`config.mk`:
```
export PLATFORM = sky130hd
export DESIGN_NAME = lsu_unit
export DESIGN_NICKNAME = d
export VERILOG_FILES = /design/src/rtl/lsu_unit_pkg.sv /design/src/rtl/lsu_unit_timeout_counter.sv /design/src/rtl/lsu_unit.sv
export SDC_FILE = /design/constraint.sdc
export NUM_CORES = 1
export LEC_CHECK = 0
export BUFFER_PORTS_ARGS = -buffer_cell sky130_fd_sc_hd__buf_2
export CAP_MARGIN = 20
export CORE_ASPECT_RATIO = 1.2
export CORE_MARGIN = 2
export CORE_UTILIZATION = 45
export CTS_CLUSTER_SIZE = 28
export DETAILED_ROUTE_END_ITERATION = 8
export HOLD_SLACK_MARGIN = 0.06
export PLACE_DENSITY = 0.75
export SLEW_MARGIN = 20
export SYNTH_ARGS = -nofsm -noshare
export SYNTH_HDL_FRONTEND = slang
export SYNTH_SLANG_ARGS = --single-unit
```
`constraint.sdc`:
```
create_clock -name clk -period 2.5 [get_ports clk]
set_clock_uncertainty 0.1 [all_clocks]
set_input_delay 0.125 -clock clk [delete_from_list [all_inputs] [get_ports clk]]
set_output_delay 0.125 -clock clk [all_outputs]
set_load 0.02 [all_outputs]
```
`src/rtl/lsu_unit_pkg.sv`:
```
`default_nettype none
// +--------------------------------------------------------------------+
// | lsu_unit_pkg : core pipeline and LSU state encodings shared by GPU  |
// | Revision 1.0                                                        |
// +--------------------------------------------------------------------+
package lsu_unit_pkg;

    typedef enum logic [2:0] {
        CORE_IDLE    = 3'b000,
        CORE_FETCH   = 3'b001,
        CORE_DECODE  = 3'b010,
        CORE_REQUEST = 3'b011,
        CORE_WAIT    = 3'b100,
        CORE_EXECUTE = 3'b101,
        CORE_UPDATE  = 3'b110,
        CORE_DONE    = 3'b111
    } core_state_t;

    typedef enum logic [1:0] {
        LSU_IDLE       = 2'b00,
        LSU_REQUESTING = 2'b01,
        LSU_WAITING    = 2'b10,
        LSU_DONE       = 2'b11
    } lsu_state_t;

endpackage
`default_nettype wire

```
`src/rtl/lsu_unit_timeout_counter.sv`:
```
`default_nettype none
// +--------------------------------------------------------------------+
// | lsu_timeout_counter : WAITING-cycle counter with terminal flag      |
// | Revision 1.0                                                        |
// +--------------------------------------------------------------------+
module lsu_timeout_counter #(
    parameter int TIMEOUT_CYCLES = 255
) (
    input  logic clk,
    input  logic reset,
    input  logic clear,
    input  logic count_en,
    output logic terminal
);

    localparam int CNT_BITS = (TIMEOUT_CYCLES < 2) ? 1 : $clog2(TIMEOUT_CYCLES + 1);

    logic [CNT_BITS-1:0] count;

    always_ff @(posedge clk or posedge reset) begin
        if (reset) begin
            count <= '0;
        end else if (clear) begin
            count <= '0;
        end else if (count_en) begin
            count <= count + CNT_BITS'(1);
        end
    end

    // High during the WAITING cycle whose miss would bring the count to TIMEOUT_CYCLES.
    assign terminal = (count == CNT_BITS'(TIMEOUT_CYCLES - 1));

endmodule
`default_nettype wire

```
`src/rtl/lsu_unit.sv`:
```
`default_nettype none
// +--------------------------------------------------------------------+
// | lsu_unit : per-thread load/store unit with ready timeout abort     |
// | Revision 1.0                                                        |
// +--------------------------------------------------------------------+
module lsu_unit
    import lsu_unit_pkg::*;
#(
    parameter int ADDR_BITS      = 8,
    parameter int DATA_BITS      = 8,
    parameter int TIMEOUT_CYCLES = 255
) (
    input  logic                 clk,
    input  logic                 reset,
    input  logic                 enable,
    input  logic [2:0]           core_state,
    input  logic                 decoded_mem_read_enable,
    input  logic                 decoded_mem_write_enable,
    input  logic [7:0]           rs,
    input  logic [7:0]           rt,
    output logic                 mem_read_valid,
    output logic [ADDR_BITS-1:0] mem_read_address,
    input  logic                 mem_read_ready,
    input  logic [DATA_BITS-1:0] mem_read_data,
    output logic                 mem_write_valid,
    output logic [ADDR_BITS-1:0] mem_write_address,
    output logic [DATA_BITS-1:0] mem_write_data,
    input  logic                 mem_write_ready,
    output logic [1:0]           lsu_state,
    output logic [DATA_BITS-1:0] lsu_out,
    output logic                 lsu_error
);

    lsu_state_t           state, state_next;
    logic                 is_read, is_read_next;
    logic                 read_valid_next, write_valid_next;
    logic [ADDR_BITS-1:0] read_addr_next, write_addr_next;
    logic [DATA_BITS-1:0] write_data_next, lsu_out_next;
    logic                 lsu_error_next;
    logic                 ready_hit, timeout_hit;

    assign ready_hit = is_read ? mem_read_ready : mem_write_ready;
    assign lsu_state = state;

    lsu_timeout_counter #(
        .TIMEOUT_CYCLES(TIMEOUT_CYCLES)
    ) u_timeout (
        .clk     (clk),
        .reset   (reset),
        .clear   (state == LSU_REQUESTING),
        .count_en((state == LSU_WAITING) && !ready_hit),
        .terminal(timeout_hit)
    );

    always_ff @(posedge clk or posedge reset) begin
        if (reset) begin
            state             <= LSU_IDLE;
            is_read           <= 1'b0;
            mem_read_valid    <= 1'b0;
            mem_read_address  <= '0;
            mem_write_valid   <= 1'b0;
            mem_write_address <= '0;
            mem_write_data    <= '0;
            lsu_out           <= '0;
            lsu_error         <= 1'b0;
        end else begin
            state             <= state_next;
            is_read           <= is_read_next;
            mem_read_valid    <= read_valid_next;
            mem_read_address  <= read_addr_next;
            mem_write_valid   <= write_valid_next;
            mem_write_address <= write_addr_next;
            mem_write_data    <= write_data_next;
            lsu_out           <= lsu_out_next;
            lsu_error         <= lsu_error_next;
        end
    end

    always_comb begin
        state_next       = state;
        is_read_next     = is_read;
        read_valid_next  = mem_read_valid;
        read_addr_next   = mem_read_address;
        write_valid_next = mem_write_valid;
        write_addr_next  = mem_write_address;
        write_data_next  = mem_write_data;
        lsu_out_next     = lsu_out;
        lsu_error_next   = lsu_error;

        case (state)
            LSU_IDLE: begin
                if (enable && (core_state == CORE_REQUEST) &&
                    (decoded_mem_read_enable || decoded_mem_write_enable)) begin
                    state_next   = LSU_REQUESTING;
                    // A read takes priority when both decodes are set.
                    is_read_next = decoded_mem_read_enable;
                end
            end
            LSU_REQUESTING: begin
                state_next = LSU_WAITING;
                if (is_read) begin
                    read_valid_next = 1'b1;
                    read_addr_next  = ADDR_BITS'(rs);
                end else begin
                    write_valid_next = 1'b1;
                    write_addr_next  = ADDR_BITS'(rs);
                    write_data_next  = DATA_BITS'(rt);
                end
            end
            LSU_WAITING: begin
                // Ready is tested first so a same-cycle timeout never flags an error.
                if (ready_hit) begin
                    state_next       = LSU_DONE;
                    read_valid_next  = 1'b0;
                    write_valid_next = 1'b0;
                    if (is_read) begin
                        lsu_out_next = mem_read_data;
                    end
                end else if (timeout_hit) begin
                    state_next       = LSU_DONE;
                    read_valid_next  = 1'b0;
                    write_valid_next = 1'b0;
                    lsu_error_next   = 1'b1;
                    if (is_read) begin
                        lsu_out_next = '0;
                    end
                end
            end
            LSU_DONE: begin
                if (core_state == CORE_UPDATE) begin
                    state_next = LSU_IDLE;
                end
            end
            default: state_next = LSU_IDLE;
        endcase
    end

endmodule
`default_nettype wire

```
==> impl.org, run 1 <==
** Global route
- Global-route wire length before repair :: 7.224 mm
- For this run, the total global-route usage over all layers was measured as 0.1901.
- The number of global-route vias before repair came to 1580.
- Pin count of the biggest net entering global routing :: 47
- The number of antenna violations at the first check in global routing is 0.
- Sum of overflow across all layers after global routing :: 0

** Clocking
- PostCTS Resize Cnt :: 0
- Clock tree synthesis selected as its root buffer the cell sky130_fd_sc_hd__clkbuf_8.
- Hold repair after CTS inserted 26 buffers.
- CTS saw 46 sinks.
- At the later pin of the worst-skew pair, clock insertion delay measures 0.29 ns.
- Inserted Clock Buffers :: 5
- Number of buffers added for setup after CTS :: 0
- In this run the number of H-tree levels came out at 2.
- TritonCTS built the clock tree.
- CTS clk-pin slew, worst paths :: 0.08 ns
- The clock passes through at most 2 buffers.

** Power
- VDD sags by at most 0.6055 mV.
- Pwr Density :: 1180 mW/mm2
- Static leakage :: 1.354 nW

** Placement
- Input and output buffers added on the ports amount to 70.
- Routability-driven placement finished with a final weighted congestion of 0.7878.
- HPWL after detailed placement :: 2.871 mm
- Once placement finished, the instance area stood at 0.002401 mm2.

** Finish
- The area growth from synthesis to layout is 39.70%.
- With fillers left out, the area of the finished cells amounts to 0.002774 mm2.
- Final layout net count :: 295
- Antenna Diode Count :: 0
- Of the cells placed in the final design, the portion with a size suffix greater than 1 is 0.3882.
- Fill cell instance count of the final layout :: 328

** Yosys
- The share of synthesized area in the top cell type comes to 0.5797.
- Among all flip-flop cells after synthesis, the most frequent one is sky130_fd_sc_hd__dfrtp_1.
- Synthesis produced a netlist with a net count of 195.
- The share of the Yosys chip area taken by registers is 0.5797.
- In the synthesized netlist the async set-or-reset flop fraction comes to 1.000.
- The mapped netlist covers 0.001986 mm2.
- Number of flip-flops and latches in the synthesized netlist :: 46
- Top cell type by total area after synthesis :: sky130_fd_sc_hd__dfrtp_1
- After technology mapping, the gate count stands at 154.
- Count of warnings emitted by yosys :: 0
- Most used standard cell by instance count after synthesis :: sky130_fd_sc_hd__dfrtp_1
- Counting distinct cell types in the post-synthesis netlist gives 34.
- After synthesis, the cell types taking the most area are sky130_fd_sc_hd__dfrtp_1 58%, sky130_fd_sc_hd__mux2_2 8.5%, sky130_fd_sc_hd__mux2_1 6.2%, sky130_fd_sc_hd__ha_1 4.4%, sky130_fd_sc_hd__a22o_1 3.5%.
- By count the netlist is led by 46 x sky130_fd_sc_hd__dfrtp_1, 15 x sky130_fd_sc_hd__mux2_2, 12 x sky130_fd_sc_hd__nor2_1, 11 x sky130_fd_sc_hd__mux2_1, 8 x sky130_fd_sc_hd__a22o_1.
- Dividing the synthesized area by the synthesized cell count gives 12.89 um2.
- EDFF count, synth :: 0

** Status
- Status :: finished clean

** Routing
- After detailed routing, the number of vias per cell comes to 5.045.
- Post-route ant nets :: 0
- Routed vias :: 1569
- In the final routed layout, each cell accounts on average for 14.05 um.
- The first detailed-routing pass took 4 iterations.
- DRT Wirelength :: 4.371 mm
- Detailed Route Iter0 Violations :: 70
- In the routed design, unresolved DRC markers number 0.

** Worst setup path
- Data on the critical path is required at its endpoint by 2.58 ns.
- The worst setup path is of the flop to flop kind.
- Data arrival time of the critical path :: 2.01 ns
- STA classifies the critical path endpoint as a flop.
- The worst setup path is launched from a flop.
- Maximum net fanout on the critical path :: 10

** STA
- Worst slew margin relative to its limit :: 0.3801
- Post-route clock period utilization :: 0.7709
- Unrepaired setup endpoints after global routing :: no
- Final Hold Viols :: 0
- The routed design could run at a clock period as short as 1.927 ns.
- Setup total negative slack on the finished layout was measured at 0 ns.
- On the final layout, the worst hold slack is 0.1817 ns.
- Number of setup violations in the final report :: 0
- For this run, the top clock speed supported by timing is 518.9 MHz.
- The number of pins exceeding their max-slew limit in the final report was 0.
- Slew at the pin with the worst max-slew slack :: 0.9286 ns

** Floorplanning
- The die is 76.77 um tall.
- Initial core utilization :: 0.4659
- The die covers 0.004962 mm2.
- Pin placement for this block handled 71 I/O pins.
- Measured along the x axis, the die boundary spans 64.64 um.
- Core footprint :: 0.004262 mm2
- Row generation in the floorplan step produced 26 rows.

** Flow run
- Max-cap violations in this run came to 0.

** Min path
- The path class of the tightest hold or removal check is input port to flop.
-- registers in the layout, summed over array words and instances, names as in the netlist --
signal / count
lsu_error: 1
lsu_out: 8
u_timeout.count: 8
mem_write_valid: 1
mem_write_address: 8
is_read: 1
lsu_state: 2
mem_read_valid: 1
mem_write_data: 8
mem_read_address: 8
-- power breakdown --
part / switching, mW / internal [mW]
combinational: 0.847 / 0.632
clock: 0.244 / 0.299
sequential: 0.187 / 1.06
-- cells in the final DEF, fill, tap and decap left out, drive strengths merged, types with 2 or more instances in the layout --
cell type,instances
and3,2
dfrtp,46
nand3,3
ha,7
dlygate4sd3,26
a22o,8
xnor2,2
inv,7
a21oi,2
o21ai,6
o211ai,2
mux2,26
nand4,3
nand2,7
buf,72
xor2,4
clkbuf,5
or2,2
nor2,12
-- stage by stage --
stage / setup slack [ns] / total power [mW] / utilization / cells
after global routing: 0.4284 / 3.489 / 0.6509 / 311
after global placement: 0.6913 / 2.669 / 0.5634 / 277
after floorplan: 0.5155 / 2.219 / - / 154
final: 0.5727 / 3.273 / 0.6509 / 311
after detailed placement: 0.5918 / 2.709 / 0.5634 / 277
after CTS: 0.5824 / 3.297 / 0.6509 / 311
-- final cells by class --
type / instances / area [um2] / share of cell area
clock buffer: 5 / 68.82 / 0.02481
clock inverter: 3 / 43.79 / 0.01579
inverter: 6 / 22.52 / 0.008119
multi-input combinational: 97 / 792.0 / 0.2855
sequential: 46 / 1151 / 0.4150
tap: 56 / 70.07 / 0.02526
timing repair buffer: 98 / 625.6 / 0.2255
-- cell families (layout without fill, tap and decap cells) --
family                   Yosys count  in the layout  synth area share
flip-flops                        46             46            0.5797
AND/OR/NAND/NOR                   35             35           0.08949
multiplexers                      27             27            0.1588
AO/OA/AOI/OAI                     22             22           0.07876
buffers and inverters             11            112           0.02268
adder cells (fa/ha/maj)            7              7           0.04411
XOR/XNOR                           6              6           0.02646
-- path summary, 6_finish.rpt --
path	endpoint	depth (start not counted)	slack (ns)	start
min in group asynchronous	u_timeout.count[7]	3	0.48	reset
min reg2reg	lsu_error	1	0.37	lsu_error
max reg2reg	lsu_state[1]	5	0.57	lsu_state[0]
min	u_timeout.count[4]	5	0.18	mem_write_ready
max	lsu_state[1]	5	0.57	lsu_state[0]
max in group asynchronous	lsu_out[5]	3	1.24	reset
-- worst max-delay path, stage by stage, from the launching register on --
cell and delay, ns:
sky130_fd_sc_hd__dfrtp_1 0.42, sky130_fd_sc_hd__inv_1 0.15, sky130_fd_sc_hd__ha_1 0.37, sky130_fd_sc_hd__nand2_2 0.17, sky130_fd_sc_hd__o211ai_1 0.26, sky130_fd_sc_hd__mux2_1 0.35
-- per-layer routing --
metal  track usage  up-vias  wire (um)
li1              -      744          -
met1        0.2234      769       1921
met2        0.3333       51       2183
met3       0.04545        5        193
met4       0.07021        0         73
met5             0        -          0
No activity file was read; power rests on OpenSTA's default activity.
==> inputs of run 2 (changes only) <==
- clock period: 2.5 -> 2 ns (I/O delays scaled with it)
==> impl.org, run 2 (synthesized netlist as in run 1, its figures left out) <==
** STA
- The number of hold-slack violations in the final timing report was 0.
- Slew at the pin with the worst max-slew slack :: 0.6680 ns
- Number of setup violations in the final report :: 0
- Minimum clock period after layout :: 1.823 ns
- Highest Clock Rate :: 548.5 MHz
- Worst slew margin relative to its limit :: 0.5527
- Adding up every negative setup slack in the final design gives 0 ns.
- Unrepaired setup endpoints after global routing :: no
- Dividing the final minimum period by the clock period gives 0.9115.
- The number of pins exceeding their max-slew limit in the final report came to 0.

** Finish
- Final layout net count :: 297
- Commonest non-fill, non-tap cell in the layout :: sky130_fd_sc_hd__buf_2
- The repair_antennas step left the layout with diodes totalling 0.
- Compared with the post-synthesis result, the final layout area differs by 41.08%.
- Of the cells placed in the final design, the portion with a size suffix greater than 1 is 0.3906.
- Fill cells in the final layout number 336.
- In the layout the commonest cells are 70 x sky130_fd_sc_hd__buf_2, 46 x sky130_fd_sc_hd__dfrtp_1, 26 x sky130_fd_sc_hd__dlygate4sd3_1.

** Worst setup path
- Worst EP required :: 2.07 ns
- Critical Setup Path Class :: flop to flop
- Sum of buffers and inverters on the critical path :: 0
- Maximum net fanout on the critical path :: 7
- STA classifies the critical path startpoint as a flop.
- The cell family contributing the most delay on the critical path is multiplexers.
- List of cells traversed by the critical path :: mux2i_4 -> nand2_2 -> o211ai_1 -> mux2_1
- CP peak stage delay :: 0.48 ns
- STA classifies the critical path endpoint as a flop.
- Among all stages on the critical path, the largest delay is contributed by sky130_fd_sc_hd__dfrtp_1.
- Data arrives at the worst endpoint at 1.90 ns.

** Clocking
- Counting the buffers created by CTS gives 5.
- Once the clock tree was built, the setup fixing pass inserted 0 buffers.
- Root buffer cell :: sky130_fd_sc_hd__clkbuf_8
- TritonCTS built the clock tree.
- Deepest clock path buffer count :: 2
- Clock latency at the later pin of the worst-skew pair :: 0.29 ns
- Clock tree synthesis found a total of 46 sinks.
- CTS clk-pin slew, worst paths :: 0.08 ns
- CTS built an H-tree with a depth of 2.

** Routing
- The routed design has 4.300 mm of wire.
- Drt wl/cell :: 13.78 um
- Detailed Route Iter0 Violations :: 27
- Routed vias :: 1545
- Before antenna repair, the detailed router went through 4 iterations.
- Per-cell via count in the routed design :: 4.952
- In the routed design, unresolved DRC markers number 0.
- The count of nets left with antenna violations once routing finished came out at 0.

** Placement
- During placement, the flow inserted port buffers numbering 70.
- Summed over all nets, the half-perimeter wirelength after detailed placement is 2.898 mm.
- The congestion estimate from routability-driven global placement came to 0.7546.

** Power
- Total power draw :: 4.111 mW
- For this design the static power due to leakage is 1.366 nW.
- Worst supply voltage drop on vdd :: 0.6995 mV
- Power spread over the standard cell area amounts to 1467 mW/mm2.

** Floorplanning
- The floorplan step defined a core boundary enclosing 0.004262 mm2.
- Die height :: 76.77 um
- 71 I/O pins were placed.
- Die area :: 0.004962 mm2
- # rows :: 26
- Measured along the x axis, the die boundary spans 64.64 um.
- The initial utilization of the core area, before any placement, comes to 0.4659.

** Flow run
- The tool flagged a number of max-cap violations equal to 0.

** Global route
- For this run, the total global-route usage over all layers was measured as 0.1822.
- Number of antenna violations at the first check in global routing :: 0
- Number of global-route vias before repair :: 1543
- Sum of overflow across all layers after global routing :: 0
- Entering global routing, the biggest net connects 47 pins.
- Global-route wire length before repair :: 7.010 mm

** Status
- Status :: finished clean

** Min path
- The path class of the tightest hold or removal check is input port to flop.
run 2: metrics by stage:
step	setup WS [ns]	instances	instance area, um2	utilization	hold slack, ns
2_1_floorplan	0.01554	154	1986	-	0.1347
3_3_place_gp	0.2051	279	2429	0.5699	0.1742
3_5_place_dp	0.1634	279	2429	0.5699	0.1759
4_1_cts	0.1573	312	2801	0.6574	0.1531
5_1_grt	0.08053	312	2801	0.6574	0.1838
6_report	0.1770	312	2801	0.6574	0.1602
run 2: cell type report:
| class | count | area, um2 | share of cell area |
|---|---|---|---|
| clock buffers | 6 | 82.58 | 0.02948 |
| repair buffers | 100 | 653.1 | 0.2331 |
| well taps | 56 | 70.07 | 0.02501 |
| inverters | 6 | 22.52 | 0.008039 |
| flip-flops and latches | 46 | 1151 | 0.4109 |
| multi-input cells | 97 | 792.0 | 0.2827 |
| clock inverters | 1 | 30.03 | 0.01072 |
run 2: power by group:
part	leakage [nW]	switching, mW	internal (mW)
registers	0.565	0.232	1.33
clock network	0.0573	0.278	0.399
logic	0.744	1.05	0.826
total	1.37	1.56	2.56
run 2: path summary, 6_finish.rpt:
kind	slack, ns	cells past startpoint	endpoint	from
max	0.18	4	lsu_state[1]	is_read
max in group asynchronous	1.04	4	lsu_state[0]	reset
min reg2reg	0.39	1	mem_write_data[7]	mem_write_data[7]
min in group asynchronous	0.39	4	mem_write_data[7]	reset
min	0.16	5	u_timeout.count[4]	mem_write_ready
max reg2reg	0.18	4	lsu_state[1]	is_read
run 2: repair_timing:
action,in CTS,in global routing
resized for setup,0,0
endpoints found under the hold margin,79,0
hold buffers,26,0
run 2: metal layers:
layer / share of wire / vias to the layer above / track usage / wire [um]
met5: 0 / - / 0 / 0
li1: - / 743 / - / -
met3: 0.045 / 7 / 0.04839 / 195
met4: 0.017 / 0 / 0.05745 / 72
met1: 0.43 / 742 / 0.2074 / 1830
met2: 0.51 / 53 / 0.3281 / 2202
run 2: tightest hold or removal path, stage by stage:
cell and delay, ns:
sky130_fd_sc_hd__buf_2 0.10, sky130_fd_sc_hd__mux2i_4 0.09, sky130_fd_sc_hd__nand2_1 0.08, sky130_fd_sc_hd__xor2_1 0.06, sky130_fd_sc_hd__nor2_1 0.08
==> inputs of run 3 (changes only) <==
- CORE_UTILIZATION: 45 -> 49
- PLACE_DENSITY: 0.75 -> 0.81
==> impl.org, run 3 (synthesized netlist as in run 1, its figures left out) <==
** Status
- The flow ran to the end, and the final reports show no timing, DRC or antenna violations.

** Routing
- In the routed layout, each cell is associated on average with a via count of 4.997.
- After detailed routing, the average wire length per cell comes to 14.51 um.
- Signal routing reaches up to met4.
- Post-route ant nets :: 0
- For this run, design rule violations remaining after detail routing come to 0.
- Detailed routing inserted a total of 1564 vias.
- DRT Wirelength :: 4.541 mm
- The first TritonRoute pass finished after 4 iterations.
- Met2 wire length :: 2.430 mm
- Metal3 WL :: 269 um
- For this block, wires on met1 add up to 1.722 mm.
- Detailed Route Iter0 Violations :: 52

** Finish
- Relative to the synthesized area, the layout overhead comes to 41.59%.
- Antenna Diode Count :: 0
- Commonest non-fill, non-tap cell in the layout :: sky130_fd_sc_hd__buf_2
- Of the cells placed in the final design, the portion with a size suffix greater than 1 is 0.3900.
- Most used cells in the layout excluding fill and tap cells :: 70 x sky130_fd_sc_hd__buf_2, 46 x sky130_fd_sc_hd__dfrtp_1, 26 x sky130_fd_sc_hd__dlygate4sd3_1
- In the final design database the tool counted 299 nets.
- Final instance area :: 0.002811 mm2
- After filler insertion, the fill cell instance count of the layout stands at 273.

** Flow run
- Max-cap violations in this run came to 0.

** Floorplanning
- The core region is 0.003910 mm2.
- Row generation in the floorplan step produced 25 rows.
- Number of ports placed on the die boundary :: 71
- Die area :: 0.004580 mm2
- Die height :: 73.74 um
- In this run the horizontal extent of the chip is 62.11 um.
- The initial utilization of the core area, before any placement, comes to 0.5078.

** Clocking
- TritonCTS created 5 clock buffers.
- The tree built by TritonCTS fans out to 46 sinks.
- Root buffer cell :: sky130_fd_sc_hd__clkbuf_8
- CTS clk-pin slew, worst paths :: 0.09 ns
- TritonCTS built the clock tree.
- The H-tree was split into 2 levels.
- PostCTS Resize Cnt :: 0
- Clock latency at the later pin of the worst-skew pair :: 0.30 ns
- No sink is reached through more buffers than the 2 on the longest clock path.

** Worst setup path
- Data arrives at the worst endpoint at 1.87 ns.
- Critical Path Sink Type :: flop
- Maximum net fanout on the critical path :: 12
- For the worst setup path, the data required time is 2.07 ns.
- Type of origin of the critical path :: flop
- The critical path is of the flop to flop type.
- Counting cells, the worst reg-to-reg path comes to 5.

** Global route
- Global-route total usage across every layer :: 0.2115
- Number of antenna violations at the first check in global routing :: 0
- The first global-routing pass estimated 7.265 mm of wire.
- Sum of overflow across all layers after global routing :: 0
- Number of global-route vias before repair :: 1579
- Pin count of the biggest net entering global routing :: 47

** STA
- Setup_tns :: 0 ns
- Unrepaired setup endpoints after global routing :: no
- Final Hold Viols :: 0
- The number of pins exceeding their max-slew limit in the final report is 0.
- For the pin with the worst max-slew slack, the measured transition is 0.6176 ns.
- Highest Clock Rate :: 556.4 MHz
- The worst pin sits at a relative slew slack of 0.5865.
- Dividing the final minimum period by the clock period gives 0.8987.
- Number of setup violations in the final report :: 0
- Minimum clock period after layout :: 1.797 ns

** Power
- Internal power consumption :: 2.529 mW
- Static leakage :: 1.376 nW
- The share of total power dissipated in combinational logic is 0.461.
- The worst-case IR drop observed on VDD is 0.8890 mV.
- Power share of the sequential group :: 0.375
- Share of power burned in the clock network :: 0.164
- Sw Pwr :: 1.627 mW
- Of the total power, the share spent switching nets is 0.3915.
- Dividing total power by cell area gives a power density of 1478 mW/mm2.

** Placement
- Post-placement cell area :: 0.002439 mm2
- Detailed placement finished with a half-perimeter wire length of 3.021 mm.
- The count of buffers added on input and output ports is 70.
- Routability-driven placement congestion ratio :: 0.8389

** Min path
- The min-delay analysis places its worst path in the category input port to flop.
- Hold path depth :: 5
[run 3: what timing repair did]
item / in CTS / in global routing
hold buffers: 26 / 0
setup buffers: 0 / 0
hold endpoints to repair: 79 / 0
[run 3: layout make-up]
type	instances	area, um2	area share
Timing Repair Buffer	102	668.1	0.2376
Multi-Input combinational cell	97	789.5	0.2808
Clock buffer	5	68.82	0.02448
Sequential cell	46	1151	0.4094
Tap cell	54	67.56	0.02403
Clock inverter	3	43.79	0.01558
Inverter	6	22.52	0.008011
[run 3: stage by stage]
stage	util	power (mW)	worst slack (ns)	hold slack, ns	instances
4_1_cts	0.7190	4.169	0.2079	0.1686	313
3_5_place_dp	0.6237	3.449	0.2251	0.05799	279
3_3_place_gp	0.6237	3.377	0.2318	0.05913	279
2_1_floorplan	-	2.774	0.01554	0.1347	154
5_1_grt	0.7190	4.425	0.03311	0.1994	313
6_report	0.7190	4.156	0.2026	0.1718	313
[run 3: final timing paths]
path                                 start                    to  slack [ns]
max                           lsu_state[1]  mem_write_address[1]        0.20
min                        mem_write_ready    u_timeout.count[4]        0.17
max reg2reg                   lsu_state[1]  mem_write_address[1]        0.20
min reg2reg                      lsu_error             lsu_error        0.38
max in group asynchronous            reset            lsu_out[2]        1.31
min in group asynchronous            reset  mem_write_address[7]        0.29
[run 3: worst max-delay path: stages (launching register included)]
cell	delay, ns
sky130_fd_sc_hd__dfrtp_1	0.43
sky130_fd_sc_hd__inv_1	0.11
sky130_fd_sc_hd__ha_1	0.24
sky130_fd_sc_hd__nor2b_1	0.18
sky130_fd_sc_hd__buf_4	0.23
sky130_fd_sc_hd__mux2_1	0.37
[run 3: routing by layer]
| layer | global-route usage | vias up |
|---|---|---|
| li1 | - | 752 |
| met1 | 0.2260 | 728 |
| met2 | 0.3841 | 72 |
| met3 | 0.05972 | 12 |
| met4 | 0.1136 | 0 |
| met5 | 0 | - |
[run 3: power groups by stage]
stage          Clock (mW)  Combinational [mW]  Sequential, mW
2_1_floorplan           0               0.756            2.02
4_1_cts             0.694                1.92            1.55
3_5_place_dp            0                1.88            1.57
3_3_place_gp            0                1.83            1.55
6_report            0.680                1.92            1.56
5_1_grt             0.736                2.07            1.61
